$ cat src/rtl/bpu_btb_predictor_pkg.sv
// Shared defaults and mode constants for the branch predictor block.
// Top-level parameters take their default values from here.
package bpu_btb_predictor_pkg;
    localparam int BPU_ADDR_BIT     = 10;
    localparam int BPU_IDX_BIT      = 4;
    localparam int BPU_CTR_BIT      = 2;
    localparam int BPU_PERF_BIT     = 32;
    localparam int PRED_MODE_STATIC = 0;
    localparam int PRED_MODE_DYN    = 1;
endpackage

$ cat src/rtl/bpu_btb_predictor_sat_ctr.sv
// Up/down saturating counter with parallel load; one instance per BTB entry.
// Resets to weakly-not-taken (0 for a 1-bit counter).
module bpu_sat_ctr
    import bpu_btb_predictor_pkg::*;
#(
    parameter int CTR_BIT = BPU_CTR_BIT
) (
    input  logic               clk,
    input  logic               rst,
    input  logic               step,
    input  logic               up,
    input  logic               load,
    input  logic [CTR_BIT-1:0] load_val,
    output logic [CTR_BIT-1:0] ctr
);
    localparam logic [CTR_BIT-1:0] CTR_MAX = '1;
    localparam logic [CTR_BIT-1:0] CTR_RST = CTR_MAX >> 1;

    always_ff @(posedge clk) begin
        if (rst) begin
            ctr <= CTR_RST;
        end else if (load) begin
            ctr <= load_val;
        end else if (step) begin
            if (up && ctr != CTR_MAX)
                ctr <= ctr + CTR_BIT'(1);
            else if (!up && ctr != '0)
                ctr <= ctr - CTR_BIT'(1);
        end
    end
endmodule

$ cat src/rtl/bpu_btb_predictor.sv
// Direct-mapped BTB with per-entry saturating counters; combinational lookup,
// update committed on the edge after EX reports an outcome.
module bpu_btb_predictor
    import bpu_btb_predictor_pkg::*;
#(
    parameter int ADDR_BIT  = BPU_ADDR_BIT,
    parameter int IDX_BIT   = BPU_IDX_BIT,
    parameter int CTR_BIT   = BPU_CTR_BIT,
    parameter int PRED_MODE = PRED_MODE_DYN,
    parameter int PERF_BIT  = BPU_PERF_BIT
) (
    input  logic                clk,
    input  logic                rst,
    input  logic                en,
    input  logic [ADDR_BIT-1:0] lk_pc,
    output logic                lk_taken,
    output logic [ADDR_BIT-1:0] lk_target,
    input  logic                upd_valid,
    input  logic [ADDR_BIT-1:0] upd_pc,
    input  logic                upd_is_jump,
    input  logic                upd_taken,
    input  logic [ADDR_BIT-1:0] upd_target,
    input  logic                upd_mispredict,
    output logic [PERF_BIT-1:0] perf_lookups,
    output logic [PERF_BIT-1:0] perf_mispred
);
    localparam int ENTRIES = 1 << IDX_BIT;
    localparam int TAG_BIT = ADDR_BIT - IDX_BIT;
    localparam logic [CTR_BIT-1:0] CTR_MAX = '1;
    localparam logic [CTR_BIT-1:0] CTR_WT  = ~(CTR_MAX >> 1);

    logic [ENTRIES-1:0]               valid;
    logic [ENTRIES-1:0]               jmp;
    logic [ENTRIES-1:0][TAG_BIT-1:0]  tag;
    logic [ENTRIES-1:0][ADDR_BIT-1:0] tgt;
    logic [ENTRIES-1:0][CTR_BIT-1:0]  ctr;

    logic [IDX_BIT-1:0] lk_idx, upd_idx;
    logic [TAG_BIT-1:0] lk_tag, upd_tag;
    logic               lk_hit, upd_hit, do_upd;
    logic [CTR_BIT-1:0] alloc_ctr;

    assign lk_idx  = lk_pc[IDX_BIT-1:0];
    assign lk_tag  = lk_pc[ADDR_BIT-1:IDX_BIT];
    assign upd_idx = upd_pc[IDX_BIT-1:0];
    assign upd_tag = upd_pc[ADDR_BIT-1:IDX_BIT];

    // Lookup reads the pre-update table; no bypass from a same-cycle update.
    assign lk_hit    = valid[lk_idx] && (tag[lk_idx] == lk_tag);
    assign lk_taken  = (PRED_MODE != 0) && lk_hit && (jmp[lk_idx] || ctr[lk_idx][CTR_BIT-1]);
    assign lk_target = lk_taken ? tgt[lk_idx] : '0;

    assign do_upd    = en && upd_valid && (PRED_MODE != 0);
    assign upd_hit   = valid[upd_idx] && (tag[upd_idx] == upd_tag);
    assign alloc_ctr = upd_is_jump ? CTR_MAX : CTR_WT;

    for (genvar i = 0; i < ENTRIES; i++) begin : g_entry
        logic                sel, ctr_step, ctr_load;
        logic                e_valid, e_jmp;
        logic [TAG_BIT-1:0]  e_tag;
        logic [ADDR_BIT-1:0] e_tgt;

        assign sel = do_upd && (upd_idx == IDX_BIT'(i));
        // Counter is loaded on jump hits and on allocation; stepped on branch hits.
        assign ctr_load = sel && (upd_hit ? upd_is_jump : upd_taken);
        assign ctr_step = sel && upd_hit && !upd_is_jump;

        bpu_sat_ctr #(.CTR_BIT(CTR_BIT)) u_ctr (
            .clk      (clk),
            .rst      (rst),
            .step     (ctr_step),
            .up       (upd_taken),
            .load     (ctr_load),
            .load_val (alloc_ctr),
            .ctr      (ctr[i])
        );

        always_ff @(posedge clk) begin
            if (rst) begin
                e_valid <= 1'b0;
                e_jmp   <= 1'b0;
                e_tag   <= '0;
                e_tgt   <= '0;
            end else if (sel) begin
                if (upd_hit) begin
                    if (upd_is_jump || upd_taken)
                        e_tgt <= upd_target;
                    if (upd_is_jump)
                        e_jmp <= 1'b1;
                end else if (upd_taken) begin
                    e_valid <= 1'b1;
                    e_jmp   <= upd_is_jump;
                    e_tag   <= upd_tag;
                    e_tgt   <= upd_target;
                end
            end
        end

        assign valid[i] = e_valid;
        assign jmp[i]   = e_jmp;
        assign tag[i]   = e_tag;
        assign tgt[i]   = e_tgt;
    end

    // Perf counters saturate at all-ones and count in both modes.
    always_ff @(posedge clk) begin
        if (rst) begin
            perf_lookups <= '0;
            perf_mispred <= '0;
        end else if (en) begin
            if (upd_valid && !(&perf_lookups))
                perf_lookups <= perf_lookups + PERF_BIT'(1);
            if (upd_mispredict && !(&perf_mispred))
                perf_mispred <= perf_mispred + PERF_BIT'(1);
        end
    end
endmodule

$ cat config.mk
export PLATFORM = sky130hd
export DESIGN_NAME = bpu_btb_predictor
export DESIGN_NICKNAME = d
export VERILOG_FILES = /design/src/rtl/bpu_btb_predictor_pkg.sv /design/src/rtl/bpu_btb_predictor_sat_ctr.sv /design/src/rtl/bpu_btb_predictor.sv
export SDC_FILE = /design/constraint.sdc
export NUM_CORES = 1
export LEC_CHECK = 0
export CORE_ASPECT_RATIO = 2
export CORE_UTILIZATION = 30
export DETAILED_ROUTE_END_ITERATION = 8
export MAX_ROUTING_LAYER = met4
export PLACE_DENSITY = 0.52
export SKIP_CTS_REPAIR_TIMING = 1
export SLEW_MARGIN = 10
export SYNTH_ARGS = -nofsm -noshare
export SYNTH_HDL_FRONTEND = slang
export SYNTH_HIERARCHICAL = 1
export SYNTH_SLANG_ARGS = --single-unit
$ cat constraint.sdc
create_clock -name clk -period 10.3 [get_ports clk]
set_input_delay 2.06 -clock clk [delete_from_list [all_inputs] [get_ports clk]]
set_output_delay 2.06 -clock clk [all_outputs]
set_load 0.02 [all_outputs]
-- Word level (Yosys, flattened, before mapping)
Index checks and enable logic that the tools add are counted.
- logic and storage cells: 467
- flip-flop bits (word level): 384
- output and inout port bits: 75
- order comparisons: 2
- bitwise operators: 1
- $add $sub $neg: 34
- reduce and logical (&&, ||, !) cells: 226
- multiplexer cells: 87
- eq/ne operators: 35
- operators with widths (kind ; count):
    $reduce_and A3 Y1 ; 48
    $mux W2 ; 65
    $logic_and A1 B1 Y1 ; 102
    $reduce_bool A2 Y1 ; 33
    $add A32 B1 Y32 const B ; 2
    $reduce_and A32 Y1 ; 2
    $mux W10 ; 5
    $bmux W6 S4 ; 2
    $reduce_bool A3 Y1 ; 16
    $bmux W10 S4 ; 1
    $reduce_and A2 Y1 ; 18
    $ne A2 B2 Y1 const B ; 17
    $add A2 B1 Y2 const B ; 16
    $eq A4 B4 Y1 const B ; 8
    $sub A2 B1 Y2 const B ; 16
    $eq A4 B3 Y1 const B ; 4
    $bmux W1 S4 ; 3
    $eq A6 B6 Y1 ; 2
    $mux W6 ; 2
    $lt A4 B5 Y1 const B ; 2
    $bmux W2 S4 ; 1
    $eq A4 B2 Y1 const B ; 2
    $mux W1 ; 8
    $eq A4 B1 Y1 const B ; 1
    other kinds (5) ; 9

-- Logic depth before layout (Yosys ltp)
- depth after elaboration: 8
- gate-level depth with buffers: 16

-- Hierarchy
The synthesis kept the hierarchy.
- by module, submodules not included (module ; area an instance (um^2) ; cells each ; instances):
    bpu_btb_predictor ; 18390.1 ; 1795 ; 1
    bpu_sat_ctr ; 116.4 ; 14 ; 16

-- Least setup slack after synthesis
No wires, ideal clock.
- kind: input-to-output
- start point: input port lk_pc[0]
- end point: output port lk_target[0]
- stages: 9
- path buffers: 4
- path slack: 3.299 ns
- required time: 8.240 ns
- arrival: 4.941 ns
- path through: buf_2 buf_2 clkbuf_1 mux4_2 mux4_2 xor2_1 or4_1 clkbuf_1 nor2b_1
- longest elaborated chain between the ends: 6
- elaborated cells on any way between the ends: 15
- classes of those cells: eq/ne (1); mux (11); reduce/logical (3)
- RTL lines (item ; RTL line ; text):
    start, declared ; bpu_btb_predictor.sv:15 ; input logic [ADDR_BIT-1:0] lk_pc,
    $bmux W6 S4 ; bpu_btb_predictor.sv:49 ; assign lk_hit = valid[lk_idx] && (tag[lk_idx] == lk_tag);
    $mux W6 (not written as such) ; bpu_btb_predictor.sv:49 ;
    $eq A6 B6 Y1 ; bpu_btb_predictor.sv:49 ;
    $logic_and A1 B1 Y1 ; bpu_btb_predictor.sv:49 ;
    $logic_and A1 B1 Y1 ; bpu_btb_predictor.sv:50 ; assign lk_taken = (PRED_MODE != 0) && lk_hit && (jmp[lk_idx] || ctr[lk_idx][CTR_BIT-1]);
    $mux W10 (*) ; bpu_btb_predictor.sv:51 ; assign lk_target = lk_taken ? tgt[lk_idx] : '0;
    end, declared ; bpu_btb_predictor.sv:17 ; output logic [ADDR_BIT-1:0] lk_target,
Mark *: on every way between the ends. The rest lies on a longest branch, timed or not. The select of a mux whose other input is x is not followed.

-- Worst setup path after layout
- start point: input port lk_pc[2]
- end point: output port lk_target[4]
Same word-level chain as after synthesis.

==> qor.csv <==
metric,value,unit
ys.flop_type,dfxtp_1,
fillers,6873,
drt_iter0_markers,767,
ys_types,61,
gp_congestion,0.837,
place_area,0.0220,mm^2
grt_pass1_vias,16088,
port_buffers,111,
report.final.slew_viol_count,0,
max_slew_margin,13.6,%
worstPathMaxFanout,17,
async_reset_ff_share,0,%
hold_path_class,flip-flop to flip-flop,
finalClockSkew,31.3,ps
clock_path_buffers,3,
die-area,0.0686,mm^2
drc_errors,0,
die_w,186,um
cp.required,8240,ps
fp.dieH,369,um
ff_latch_area,0.00769,mm^2
synth.cell_area,0.0203,mm^2
vias,15343,
fin_tns_setup,0,ps
maxCapViolCount,0,
cts_made_buffers,39,
cts_root_buf,clkbuf_16,
hold_viol,0,
endpoint_kind,primary output,
yosys_warnings,6,
track_usage,19.0,%
dp_cells,2904,
post-route-min-period,8040,ps
grt_max_degree,212,
vdd_drop_max,0.118,mV
overflow,0,
start_kind,primary input,
power_density,137,mW/mm^2
synthCells,2019,
top_level_ports,112,
via_per_inst,5.16,
drt_first_pass_iters,5,
initial_core_util,30.3,%
synth_edf_count,0,
drive_gt1_share,12.7,%
cts_tree,yes,
cts-htree-levels,2,
max_freq,0.124,GHz
grt_pass1_wl,96.1,mm
fin_nets,2100,
worst_skew_pair.late_latency,590,ps
ys_seq_area_share,38.0,%
tightestPinTransition,1290,ps
total_power,3.20,mW
ant_nets,0,
arrival,5980,ps
final_cells,2974,
core_region_area,0.0667,mm^2
synth_area_leaders,"dfxtp_1 38%, mux2i_1 14%, mux4_2 11%, nand2b_1 9.0%, nor2_1 3.4%",
synth_seq_cells,384,
antenna_found_initial,1,
status,"complete, no violations",
area_delta_synth_final,14.9,%
clk_pin_slew,60,ps
stdcell_area,0.0233,mm^2
routed_wirelength,62.9,mm
cts_sinks,384,
wl_per_cell,21.1,um
synth_top_cell_by_area,dfxtp_1,
synth.most_common_cell,dfxtp_1,
synth_top_area_share,38.0,%
fin_crit_sh,78.0,%
multiInputGateArea,0.0117,mm^2
setup_viol,0,
synthTopCellsByCount,"384 x dfxtp_1, 292 x nand2b_1, 276 x mux2i_1",
rsz0062_at_grt,no,
crit_type,primary input to primary output,
final_util,34.9,%
postSynthAreaPerCell,10.0,um^2
dp_hpwl,41.7,mm
power.leakage,9.32,nW
row_count,134,
-- power breakdown --
group          switching (mW)  total (mW)  internal (mW)
Clock                   0.647        1.45          0.798
Combinational           0.143       0.239         0.0963
Sequential             0.0169        1.51           1.50
-- layout by cell type (no fill, tap or decap), drive strengths merged, types with 53 or more instances in the layout --
cell	netlist	routed
nand2	59	59
o21ai	66	66
nor3	60	60
clkdlybuf4s50	0	102
clkbuf	110	53
dfxtp	384	384
mux4	103	103
mux2i	276	276
nand2b	292	292
nor2	184	184
-- per-layer routing --
layer	GRT usage, %	vias up	wire length (um)
li1	-	7241	-
met1	20.4	7559	24400
met2	33.4	387	32600
met3	2.74	156	2650
met4	9.82	0	3160
met5	-	-	0
-- kinds of logic after synthesis --
kind of cell	count (synthesis)	share of synthesized area (%)
AND/OR/NAND/NOR	741	19.7
multiplexers	386	25.5
flip-flops	384	38.0
AO/OA/AOI/OAI	238	9.34
buffers and inverters	202	4.56
XOR/XNOR	65	2.81
adder cells (fa/ha/maj)	2	0.124
other	1	0.0185
-- area by class of cell --
type | count | share of cell area [%]
Multi-Input combinational cell | 1448 | 50.4
Timing Repair Buffer | 142 | 5.70
Clock inverter | 15 | 0.720
Sequential cell | 384 | 33.0
Clock buffer | 53 | 4.68
Tap cell | 884 | 4.75
Antenna cell | 2 | 0.0215
Inverter | 46 | 0.742
-- worst paths after layout --
check	from	to	slack, ps	depth (start not counted)
max	lk_pc[2]	lk_target[4]	2260	9
min	g_entry[10].e_tgt[5]$_SDFFE_PP0P_	g_entry[10].e_tgt[5]$_SDFFE_PP0P_	470	2
max reg2reg	g_entry[7].e_tag[2]$_SDFFE_PP0P_	g_entry[6].u_ctr/ctr[0]$_SDFFE_PP1P_	6110	9
min reg2reg	g_entry[10].e_tgt[5]$_SDFFE_PP0P_	g_entry[10].e_tgt[5]$_SDFFE_PP0P_	470	2
-- sequential cells by signal, summed over array words and instances (netlist names) --
signal,flops
g_entry.e_tgt,160
g_entry.e_valid,16
perf_mispred,32
perf_lookups,32
g_entry.e_tag,96
g_entry.u_ctr/ctr,32
g_entry.e_jmp,16
-- critical path, cell delays in order --
cell,delay [ps]
buf_2,280
buf_4,490
mux4_2,570
mux4_2,490
xnor2_1,190
nand4_1,190
or4_1,790
nor2b_1,250
clkdlybuf4s50_1,640
-- through the flow --
stage	worst slack (ps)	hold slack (ps)
5_1_grt	2060	491
6_report	2260	472
2_1_floorplan	3300	432
4_1_cts	2180	474
3_3_place_gp	2300	456
3_5_place_dp	2220	461
Power figures use the tool's default switching activity.
